==> src/rtl/hyper_pkg.sv <==
// ---------------------------------------------------------------------------
// hyper_pkg
//   Shared definitions for the LSAB-to-DRAM block mover.
//   - mvblck_state_t : state encoding of the block-move FSM
//   - LANES_PER_WORD : byte lanes carried by one DRAM word (two)
//   - lane_shift()   : bit position of a word's lanes inside a beat mask
// ---------------------------------------------------------------------------
package hyper_pkg;

    typedef enum logic [2:0] {
        ST_IDLE  = 3'd0,
        ST_PRIME = 3'd1,
        ST_MOVE  = 3'd2,
        ST_PAUSE = 3'd3,
        ST_FLUSH = 3'd4,
        ST_FIN   = 3'd5
    } mvblck_state_t;

    localparam int LANES_PER_WORD = 2;

    // Word n inside a beat owns write-enable bits [2n+1:2n].
    function automatic int unsigned lane_shift(input int unsigned word_off);
        return word_off * LANES_PER_WORD;
    endfunction

endpackage

==> src/rtl/hyper_beat_pack.sv <==
// ---------------------------------------------------------------------------
// hyper_beat_pack
//   Collects the words moved by the FSM into MCU beats. Each moved word sets
//   its two lanes in a running mask; the beat is issued on the cycle after
//   the word in the top slot of the beat, or the last word of the transfer,
//   is moved. A flush issues whatever partial beat is held (nothing when the
//   mask is empty).
//
//   Ports
//     clk, rst_n  : clock, asynchronous active-low reset
//     clear       : drop any held mask (start of a new transfer)
//     word_valid  : one word moved this cycle at word_addr
//     word_addr   : address of the word being moved
//     word_last   : the moved word is the final one of the transfer
//     flush       : issue the partial beat, if any
//     req         : one-cycle MCU beat request
//     coll_addr   : beat-aligned address of the issued beat
//     we          : lane write enables of the issued beat, word 0 in LSBs
//
//   Beats are aligned blocks of 2**BEAT_LOG2 words and 2**ADDR_W is a
//   multiple of that size, so a beat never spans the address wrap: the word
//   at the top address always closes its beat before the address returns
//   to zero.
// ---------------------------------------------------------------------------
module hyper_beat_pack
    import hyper_pkg::*;
#(
    parameter int BEAT_LOG2 = 1,
    parameter int ADDR_W    = 12
) (
    input  logic                                      clk,
    input  logic                                      rst_n,
    input  logic                                      clear,
    input  logic                                      word_valid,
    input  logic [ADDR_W-1:0]                         word_addr,
    input  logic                                      word_last,
    input  logic                                      flush,
    output logic                                      req,
    output logic [ADDR_W-1:0]                         coll_addr,
    output logic [LANES_PER_WORD*(2**BEAT_LOG2)-1:0]  we
);

    localparam int BEAT = 2 ** BEAT_LOG2;
    localparam int WE_W = LANES_PER_WORD * BEAT;
    localparam logic [ADDR_W-1:0] LO_MASK = ADDR_W'(BEAT - 1);

    logic [WE_W-1:0]   mask_q;
    logic [ADDR_W-1:0] base_q;
    logic [WE_W-1:0]   word_bits;
    logic [WE_W-1:0]   merged;
    logic [ADDR_W-1:0] word_base;
    logic              beat_end;

    always_comb begin
        word_base = word_addr & ~LO_MASK;
        word_bits = WE_W'({LANES_PER_WORD{1'b1}}) << lane_shift(32'(word_addr & LO_MASK));
        merged    = mask_q | word_bits;
        beat_end  = (word_addr & LO_MASK) == LO_MASK;
    end

    always_ff @(posedge clk or negedge rst_n) begin
        if (!rst_n) begin
            mask_q    <= '0;
            base_q    <= '0;
            req       <= 1'b0;
            coll_addr <= '0;
            we        <= '0;
        end else begin
            req <= 1'b0;
            if (clear) begin
                mask_q <= '0;
            end else if (word_valid) begin
                if (beat_end || word_last) begin
                    req       <= 1'b1;
                    coll_addr <= word_base;
                    we        <= merged;
                    mask_q    <= '0;
                end else begin
                    mask_q <= merged;
                    base_q <= word_base;
                end
            end else if (flush && (mask_q != '0)) begin
                req       <= 1'b1;
                coll_addr <= base_q;
                we        <= mask_q;
                mask_q    <= '0;
            end
        end
    end

endmodule

==> src/rtl/hyper_mvblck_todram_p.sv <==
// ---------------------------------------------------------------------------
// hyper_mvblck_todram_p
//   Moves COUNT_REQ words from one LSAB section into DRAM starting at
//   START_ADDRESS (any alignment), packing them into MCU beats of
//   2**BEAT_LOG2 words with per-lane write enables.
//
//   Optional feature: HYPER_MVBLCK_RESUME_EN. When defined, an LSAB stop
//   during the move parks the FSM in PAUSE (mask kept) for up to WAIT_LIMIT
//   cycles and resumes if the section refills. When undefined, a stop ends
//   the transfer through FLUSH and no pause counter exists.
//
//   Ports
//     CLK, RST            : clock, asynchronous active-low reset
//     LSAB_STOP           : per-section empty/stop flags
//     LSAB_READ           : pop request to the selected section
//     LSAB_SECTION        : selected section
//     START_ADDRESS       : first word address
//     COUNT_REQ           : number of words requested
//     SECTION             : section for the transfer
//     ISSUE               : start pulse, honoured in IDLE only
//     ABORT               : stop after the word moving this cycle
//     COUNT_SENT          : words written by the last transfer
//     WORKING             : busy, one cycle behind the FSM
//     DONE                : one-cycle completion pulse
//     MCU_COLL_ADDRESS    : beat-aligned address of a beat request
//     MCU_WE_ARRAY        : lane write enables of a beat request
//     MCU_REQUEST_ACCESS  : one-cycle beat request
//     DBG_STATE           : current FSM state (mvblck_state_t encoding)
//
//   LSAB handshake: a word leaves the section on a rising edge where
//   LSAB_READ=1 and LSAB_STOP[LSAB_SECTION]=0; LSAB_READ is the "ready"
//   side and the negated stop flag is the "valid" side. A high stop with
//   LSAB_READ=1 moves nothing.
// ---------------------------------------------------------------------------
module hyper_mvblck_todram_p
    import hyper_pkg::*;
#(
    parameter int ADDR_W     = 12,
    parameter int CNT_W      = 6,
    parameter int NSECT      = 4,
    parameter int BEAT_LOG2  = 1,
    parameter int WAIT_LIMIT = 15,
    localparam int SECT_W    = (NSECT > 1) ? $clog2(NSECT) : 1
) (
    input  logic                                      CLK,
    input  logic                                      RST,
    input  logic [NSECT-1:0]                          LSAB_STOP,
    output logic                                      LSAB_READ,
    output logic [SECT_W-1:0]                         LSAB_SECTION,
    input  logic [ADDR_W-1:0]                         START_ADDRESS,
    input  logic [CNT_W-1:0]                          COUNT_REQ,
    input  logic [SECT_W-1:0]                         SECTION,
    input  logic                                      ISSUE,
    input  logic                                      ABORT,
    output logic [CNT_W-1:0]                          COUNT_SENT,
    output logic                                      WORKING,
    output logic                                      DONE,
    output logic [ADDR_W-1:0]                         MCU_COLL_ADDRESS,
    output logic [LANES_PER_WORD*(2**BEAT_LOG2)-1:0]  MCU_WE_ARRAY,
    output logic                                      MCU_REQUEST_ACCESS,
    output logic [2:0]                                DBG_STATE
);

    mvblck_state_t     state_q;
    logic [ADDR_W-1:0] addr_q;
    logic [CNT_W-1:0]  remain_q;
    logic [CNT_W-1:0]  count_req_q;
    logic [SECT_W-1:0] sect_q;
    logic              lsab_read_q;
    logic [CNT_W-1:0]  count_sent_q;
    logic              working_q;
    logic              done_q;

`ifdef HYPER_MVBLCK_RESUME_EN
    localparam int WAIT_W = $clog2(WAIT_LIMIT + 1);
    logic [WAIT_W-1:0] wait_q;
`endif

    logic stop_sel;
    logic xfer;
    logic last_word;
    logic pack_clear;
    logic pack_flush;

    always_comb begin
        stop_sel   = LSAB_STOP[sect_q];
        xfer       = (state_q == ST_MOVE) && lsab_read_q && !stop_sel;
        last_word  = xfer && (remain_q == CNT_W'(1));
        pack_clear = (state_q == ST_IDLE) && ISSUE;
        pack_flush = (state_q == ST_FLUSH);
    end

    always_ff @(posedge CLK or negedge RST) begin
        if (!RST) begin
            state_q      <= ST_IDLE;
            addr_q       <= '0;
            remain_q     <= '0;
            count_req_q  <= '0;
            sect_q       <= '0;
            lsab_read_q  <= 1'b0;
            count_sent_q <= '0;
            working_q    <= 1'b0;
            done_q       <= 1'b0;
`ifdef HYPER_MVBLCK_RESUME_EN
            wait_q       <= '0;
`endif
        end else begin
            done_q    <= 1'b0;
            working_q <= (state_q != ST_IDLE);

            case (state_q)
                ST_IDLE: begin
                    lsab_read_q <= 1'b0;
                    if (ISSUE) begin
                        sect_q      <= SECTION;
                        addr_q      <= START_ADDRESS;
                        remain_q    <= COUNT_REQ;
                        count_req_q <= COUNT_REQ;
                        state_q     <= (COUNT_REQ == '0) ? ST_FIN : ST_PRIME;
                    end
                end

                // Do not pop until the section holds data; an empty
                // section at issue time must not count as a stop.
                ST_PRIME: begin
                    if (ABORT) begin
                        state_q <= ST_FIN;
                    end else if (!stop_sel) begin
                        lsab_read_q <= 1'b1;
                        state_q     <= ST_MOVE;
                    end
                end

                ST_MOVE: begin
                    if (xfer) begin
                        addr_q   <= addr_q + ADDR_W'(1);
                        remain_q <= remain_q - CNT_W'(1);
                    end
                    if (last_word) begin
                        lsab_read_q <= 1'b0;
                        state_q     <= ST_FIN;
                    end else if (ABORT) begin
                        // The word moving this cycle (if any) still counts.
                        lsab_read_q <= 1'b0;
                        state_q     <= ST_FLUSH;
                    end else if (stop_sel) begin
                        lsab_read_q <= 1'b0;
`ifdef HYPER_MVBLCK_RESUME_EN
                        wait_q      <= '0;
                        state_q     <= ST_PAUSE;
`else
                        state_q     <= ST_FLUSH;
`endif
                    end
                end

`ifdef HYPER_MVBLCK_RESUME_EN
                ST_PAUSE: begin
                    if (ABORT) begin
                        state_q <= ST_FLUSH;
                    end else if (!stop_sel) begin
                        lsab_read_q <= 1'b1;
                        state_q     <= ST_MOVE;
                    end else if (wait_q == WAIT_W'(WAIT_LIMIT - 1)) begin
                        state_q <= ST_FLUSH;
                    end else begin
                        wait_q <= wait_q + WAIT_W'(1);
                    end
                end
`endif

                // The beat packer issues the partial beat on this edge.
                ST_FLUSH: begin
                    state_q <= ST_FIN;
                end

                ST_FIN: begin
                    count_sent_q <= count_req_q - remain_q;
                    done_q       <= 1'b1;
                    state_q      <= ST_IDLE;
                end

                default: begin
                    lsab_read_q <= 1'b0;
                    state_q     <= ST_IDLE;
                end
            endcase
        end
    end

    hyper_beat_pack #(
        .BEAT_LOG2 (BEAT_LOG2),
        .ADDR_W    (ADDR_W)
    ) u_beat_pack (
        .clk        (CLK),
        .rst_n      (RST),
        .clear      (pack_clear),
        .word_valid (xfer),
        .word_addr  (addr_q),
        .word_last  (last_word),
        .flush      (pack_flush),
        .req        (MCU_REQUEST_ACCESS),
        .coll_addr  (MCU_COLL_ADDRESS),
        .we         (MCU_WE_ARRAY)
    );

    assign LSAB_READ    = lsab_read_q;
    assign LSAB_SECTION = sect_q;
    assign COUNT_SENT   = count_sent_q;
    assign WORKING      = working_q;
    assign DONE         = done_q;
    assign DBG_STATE    = state_q;

endmodule
==> config.mk <==
export PLATFORM = sky130hd
export DESIGN_NAME = hyper_mvblck_todram_p
export DESIGN_NICKNAME = d
export VERILOG_FILES = /design/src/rtl/hyper_pkg.sv /design/src/rtl/hyper_beat_pack.sv /design/src/rtl/hyper_mvblck_todram_p.sv
export SDC_FILE = /design/constraint.sdc
export NUM_CORES = 1
export LEC_CHECK = 0
export BUFFER_PORTS_ARGS = -buffer_cell sky130_fd_sc_hd__clkbuf_2
export CAP_MARGIN = 30
export CORE_AREA = 4 4 95 97
export CTS_CLUSTER_DIAMETER = 50
export DETAILED_ROUTE_END_ITERATION = 8
export DIE_AREA = 0 0 99 101
export GPL_ROUTABILITY_DRIVEN = 0
export HOLD_SLACK_MARGIN = 0.08
export MAX_ROUTING_LAYER = met4
export PLACE_DENSITY = 0.65
export SLEW_MARGIN = 20
export SYNTH_ARGS = -nofsm -noshare
export SYNTH_HDL_FRONTEND = slang
export SYNTH_SLANG_ARGS = --single-unit
==> constraint.sdc <==
create_clock -name CLK -period 4.05 [get_ports CLK]
set_clock_uncertainty 0.2 [all_clocks]
set_input_delay 0.405 -clock CLK [delete_from_list [all_inputs] [get_ports CLK]]
set_output_delay 0.405 -clock CLK [all_outputs]
set_load 0.02 [all_outputs]
==> impl_metrics.json, run 1 <==
{
  "swShare": 0.397,
  "cp.required_ns": 4.08,
  "powerDensity_nw_per_um2": 676,
  "die_h_um": 101,
  "synth.top_cells.by_count": "69 x dfrtp_1, 49 x nand2_1, 30 x o21ai_0, 28 x mux2_2, 25 x a21oi_1",
  "peakVddDrop_v": 0.000240,
  "hp-start": "COUNT_REQ[2]",
  "arrival_ns": 2.91,
  "worstHoldPathType": "primary input to register",
  "synth_area_um2": 3500,
  "port_buffers": 57,
  "drtIter0Drc": 116,
  "fp-row-count": 33,
  "worst_pin_slew_ns": 0.790,
  "syn-num-nets": 383,
  "reg2reg_setup_slack_ns": 1.17,
  "clock_latency_ns": 0.34,
  "r2r_end": "u_beat_pack.coll_addr[9]",
  "numCtsBuffers": 9,
  "nets": 442,
  "report.final.hold_viol_count": 0,
  "critical_path_peak_fanout": 18,
  "die_w_um": 99,
  "syn-instance-count": 346,
  "syn_to_final_growth_pct": 16.9,
  "antenna_found_initial": 0,
  "synth.largest_area_cell": "dfrtp_1",
  "synth.yosys.seq_area_share": 0.493,
  "clock.fmax_ghz": 0.348,
  "drive_above_1_share": 0.264,
  "viasPerCell": 5.36,
  "synthTopCellsByArea": "dfrtp_1 49%, mux2_2 9.0%, nand2_1 5.3%",
  "clk_path_buf_depth": 2,
  "reg2reg_from": "LSAB_SECTION[1]",
  "whs_endpoint": "count_req_q[2]",
  "ys_warn_count": 0,
  "cts_resized": 0,
  "max_cap_viol_count": 0,
  "wl_mm": 8.09,
  "finalSetupViolCount": 0,
  "period_needed_ns": 2.88,
  "placed_cells": 495,
  "r2r_cells": 6,
  "cts.sinks": 69,
  "synth_top_area_frac": 0.493,
  "synth_edf_count": 0,
  "synth.avg_cell_area_um2": 10.1,
  "initial_core_util": 0.431,
  "num_vias": 2753,
  "grt_max_degree": 43,
  "seqPwrFrac": 0.420,
  "p_clk_frac": 0.192,
  "synthArstFlopShare": 1.00,
  "cts_tree": "done",
  "leakagePower_uw": 0.00203,
  "synthFlopType": "dfrtp_1",
  "drt_first_pass_iters": 4,
  "slew_violations": 0,
  "combinationalPowerShare": 0.388,
  "overflow": 0,
  "dp_hpwl_mm": 5.74,
  "rsz0062_at_grt": "false",
  "crit_type": "register to register",
  "drtAntennaViolNets": 0,
  "ys_ff_latch": 69,
  "cp-start-kind": "register",
  "internal_power_uw": 1670,
  "cts.clk_slew.worst_paths_ns": 0.07,
  "wl_per_cell_um": 15.7,
  "status": "completed",
  "post-route-period-util": 0.710,
  "ios": 59,
  "crit_path_end_kind": "register",
  "synth.most_common_cell": "dfrtp_1",
  "layoutNonFillerInstCount": 514,
  "antenna_cells": 0,
  "grtUsageTotal": 0.180,
  "worst_slew_margin_rel": 0.473,
  "clock-root-buffer": "clkbuf_8",
  "post_synth_num_cell_types": 50,
  "whs_path_depth": 3,
  "power.switching_uw": 1100,
  "grt_pass1_wl_mm": 13.8,
  "fin_tns_setup_ns": 0,
  "grt_pass1_vias": 2850,
  "whs_ns": 0.104,
  "cts_max_level": 3,
  "fillCellCount": 757,
  "drc": 0,
  "core_um2": 8130,
  "die-area_um2": 10000
}
==> kinds of logic (layout without fill, tap and decap cells) <==
| group | count (synthesis) | in the layout | synth area share |
|---|---|---|---|
| compound gates | 93 | 93 | 0.164 |
| simple gates | 102 | 102 | 0.140 |
| mux | 37 | 37 | 0.120 |
| xor+xnor | 3 | 3 | 0.00750 |
| flops | 69 | 69 | 0.493 |
| other cells | 1 | 1 | 0.00107 |
| buf+inv | 32 | 95 | 0.0404 |
| fa+ha+maj | 9 | 9 | 0.0343 |
==> worst max-delay path by stage <==
stage                    startpoint                         to  slack, ns  cells past startpoint
detailed placement     LSAB_STOP[0]   u_beat_pack.coll_addr[9]       1.13                      7
global placement       LSAB_STOP[0]   u_beat_pack.coll_addr[8]       1.18                      7
global route           DBG_STATE[2]          u_beat_pack.we[0]       1.00                      5
CTS                 LSAB_SECTION[1]   u_beat_pack.coll_addr[9]       1.15                      6
finish              LSAB_SECTION[1]   u_beat_pack.coll_addr[9]       1.17                      6
floorplan           LSAB_SECTION[1]  u_beat_pack.coll_addr[11]       1.64                      7
==> registers in the layout (all words and copies together), names as in the netlist, 2 cells and up <==
| name | flops |
|---|---|
| u_beat_pack.coll_addr | 11 |
| u_beat_pack.base_q | 11 |
| addr_q | 12 |
| LSAB_SECTION | 2 |
| remain_q | 6 |
| u_beat_pack.we | 4 |
| count_req_q | 6 |
| u_beat_pack.mask_q | 4 |
| COUNT_SENT | 6 |
| DBG_STATE | 3 |
==> routing by layer <==
metal | track usage | share of wire | vias to the layer above
met1 | 0.222 | 0.44 | 1335
li1 | - | - | 1341
met5 | - | 0 | -
met2 | 0.293 | 0.49 | 67
met4 | 0.0525 | 0.012 | 0
met3 | 0.0471 | 0.052 | 10
==> placed cells by master (no fill, tap or decap), drive strengths merged, types with 3 or more instances in the layout <==
master / instances
a211oi: 3
a21o: 5
a21oi: 25
a22oi: 5
a31oi: 4
and2: 4
and3: 4
buf: 8
clkbuf: 69
dfrtp: 69
dlygate4sd3: 3
ha: 8
inv: 13
mux2: 36
nand2: 49
nand2b: 5
nand3: 7
nor2: 17
nor3: 3
nor4: 3
o21ai: 30
o22ai: 5
o2bb2a: 3
o2bb2ai: 3
==> critical path, cell delays in order, from the launching register on <==
cell and delay [ns]:
dfrtp_1 0.43, mux2_4 0.33, o2bb2a_4 0.25, nor4_4 0.21, buf_4 0.26, or2_1 0.66, mux2_2 0.41
==> final cells by class <==
class	instances	area, µm²	area share
clock inverter	2	35.0	0.00855
tap	105	131	0.0321
sequential	69	1730	0.422
clock buffer	13	139	0.0339
multi-input combinational	245	1630	0.399
timing repair buffer	67	380	0.0929
inverter	13	48.8	0.0119
==> timing repair <==
action                    4_1_cts  5_1_grt
hold endpoints to repair       43        0
hold buffers                    3        0
setup buffers                   0        0
==> power groups by stage <==
stage               Clock, µW  Combinational (µW)  Sequential (µW)
finish                    531                1080             1160
global route              574                1210             1200
floorplan                   0                 708             1210
CTS                       549                1080             1160
global placement            0                1050             1160
detailed placement          0                1080             1170
==> through the flow <==
step	total power, µW	utilization	instance area (µm²)	setup WS (ns)
after floorplan	1920	-	3500	1.64
after global placement	2210	0.475	3860	1.18
after detailed placement	2250	0.476	3870	1.13
after CTS	2790	0.501	4080	1.15
after global routing	2990	0.503	4100	1.00
final	2770	0.503	4100	1.17
Note: power is estimated with default switching activity, not from simulation.
==> run 2, diff against run 1 <==
Settings changed: PLACE_DENSITY 0.65 to 0.68.
Clock period 4.05 ns to 2.4 ns, I/O delays scaled along.
==> impl_metrics.json, run 2 (same netlist as run 1, synthesis figures left out) <==
{
  "reg2reg_from": "LSAB_SECTION[1]",
  "report.final.hold_viol_count": 0,
  "drive_above_1_share": 0.283,
  "drt_first_pass_iters": 4,
  "leakagePower_uw": 0.00219,
  "crit_end": "u_beat_pack.coll_addr[1]",
  "grtUsageTotal": 0.184,
  "max_cap_viol_count": 0,
  "cp-start-kind": "register",
  "fin_tns_setup_ns": 0,
  "crit_type": "register to register",
  "top_regs": "addr_q (12), u_beat_pack.base_q (11), u_beat_pack.coll_addr (11)",
  "drtAntennaViolNets": 0,
  "worst_slew_margin_rel": 0.481,
  "viasPerCell": 5.28,
  "crit_start": "LSAB_SECTION[1]",
  "worstHoldPathType": "register to register",
  "drc": 0,
  "syn_to_final_growth_pct": 26.5,
  "final_common_cell": "dfrtp_1",
  "timing.final.ws_setup_ns": 0.113,
  "antenna_found_initial": 0,
  "powerDensity_nw_per_um2": 1110,
  "numCtsBuffers": 9,
  "mostFrequentLayoutCells": "68 x dfrtp_1, 56 x clkbuf_2, 49 x nand2_1",
  "post-route-period-util": 0.953,
  "grt_pass1_vias": 3007,
  "r2r_cells": 6,
  "pre_cts_ws_ns": 0.118,
  "rsz0062_at_grt": "false",
  "postLayoutCoreUtil": 0.545,
  "wl_mm": 8.46,
  "cts.sinks": 69,
  "cts.clk_slew.worst_paths_ns": 0.07,
  "fillCellCount": 709,
  "core_um2": 8130,
  "fp-row-count": 33,
  "wl_per_cell_um": 15.5,
  "die_w_um": 99,
  "fin_area_um2": 4430,
  "dpl-instance-area_um2": 3990,
  "slew_violations": 0,
  "peakVddDrop_v": 0.000450,
  "finalSetupViolCount": 0,
  "clock-root-buffer": "clkbuf_8",
  "clock_latency_ns": 0.35,
  "cts_max_level": 3,
  "num_vias": 2885,
  "largest_register_ffs": 12,
  "worst_pin_slew_ns": 0.779,
  "grt_pass1_wl_mm": 14.2,
  "finalPower_uw": 4940,
  "grt_max_degree": 32,
  "critical_path_peak_fanout": 12,
  "clk_path_buf_depth": 2,
  "overflow": 0,
  "dp_hpwl_mm": 5.93,
  "clock.fmax_ghz": 0.437,
  "crit_path_end_kind": "register",
  "initial_core_util": 0.431,
  "die_h_um": 101,
  "port_buffers": 57,
  "period_needed_ns": 2.29,
  "antenna_cells": 0,
  "cp.required_ns": 2.43,
  "drtIter0Drc": 119,
  "arrival_ns": 2.31,
  "ios": 59,
  "cts_tree": "done",
  "cts_setup_buffers": 0,
  "r2r_end": "u_beat_pack.coll_addr[1]",
  "die-area_um2": 10000,
  "nets": 473,
  "reg2reg_setup_slack_ns": 0.11,
  "largest-register": "addr_q",
  "status": "completed"
}
[run 2: worst max-delay path, stage by stage, from the launching register on]
cell and delay, ns:
dfrtp_2 0.44, mux2_4 0.33, o2bb2a_4 0.25, nor2_1 0.08, buf_4 0.22, mux2_2 0.35, mux2_1 0.28
[run 2: how the worst min path moves through the flow]
stage / start / end / depth (start not counted)
after floorplan: RST / COUNT_SENT[0] / 0
after global placement: RST / DONE / 1
after detailed placement: RST / COUNT_SENT[5] / 1
after CTS: LSAB_STOP[0] / DBG_STATE[1] / 4
after global routing: u_beat_pack.we[3] / u_beat_pack.we[3] / 1
final: count_req_q[3] / count_req_q[3] / 2
[run 2: power breakdown]
group          internal (µW)  switching (µW)  total (µW)
logic                    847            1120        1970
clock network            579             453        1030
registers               1580             359        1940
[run 2: per-stage QoR]
| stage | hold slack, ns | std cells |
|---|---|---|
| after floorplan | -0.256 | 346 |
| after global placement | 0.153 | 507 |
| after detailed placement | 0.159 | 507 |
| after CTS | 0.273 | 546 |
| after global routing | 0.314 | 546 |
| final | 0.280 | 546 |
[run 2: per-layer routing]
layer,track usage,part of all wire,vias to the layer above
li1,-,-,1403
met1,0.214,0.42,1399
met2,0.323,0.52,73
met3,0.0429,0.046,10
met4,0.0431,0.0085,0
met5,-,0,-
[run 2: layout make-up]
type                    instances  area [µm²]  share of cell area
flip-flops and latches         69        1730               0.390
multi-input cells             245        1630               0.369
repair buffers                 98         676               0.152
well taps                     105         131              0.0296
clock buffers                   9         124              0.0280
clock inverters                 7        90.1              0.0203
inverters                      13        48.8              0.0110
[run 2: what timing repair did]
item	CTS	global route
hold buffers	23	0
gates resized for setup	0	0
endpoints found under the hold margin	56	0
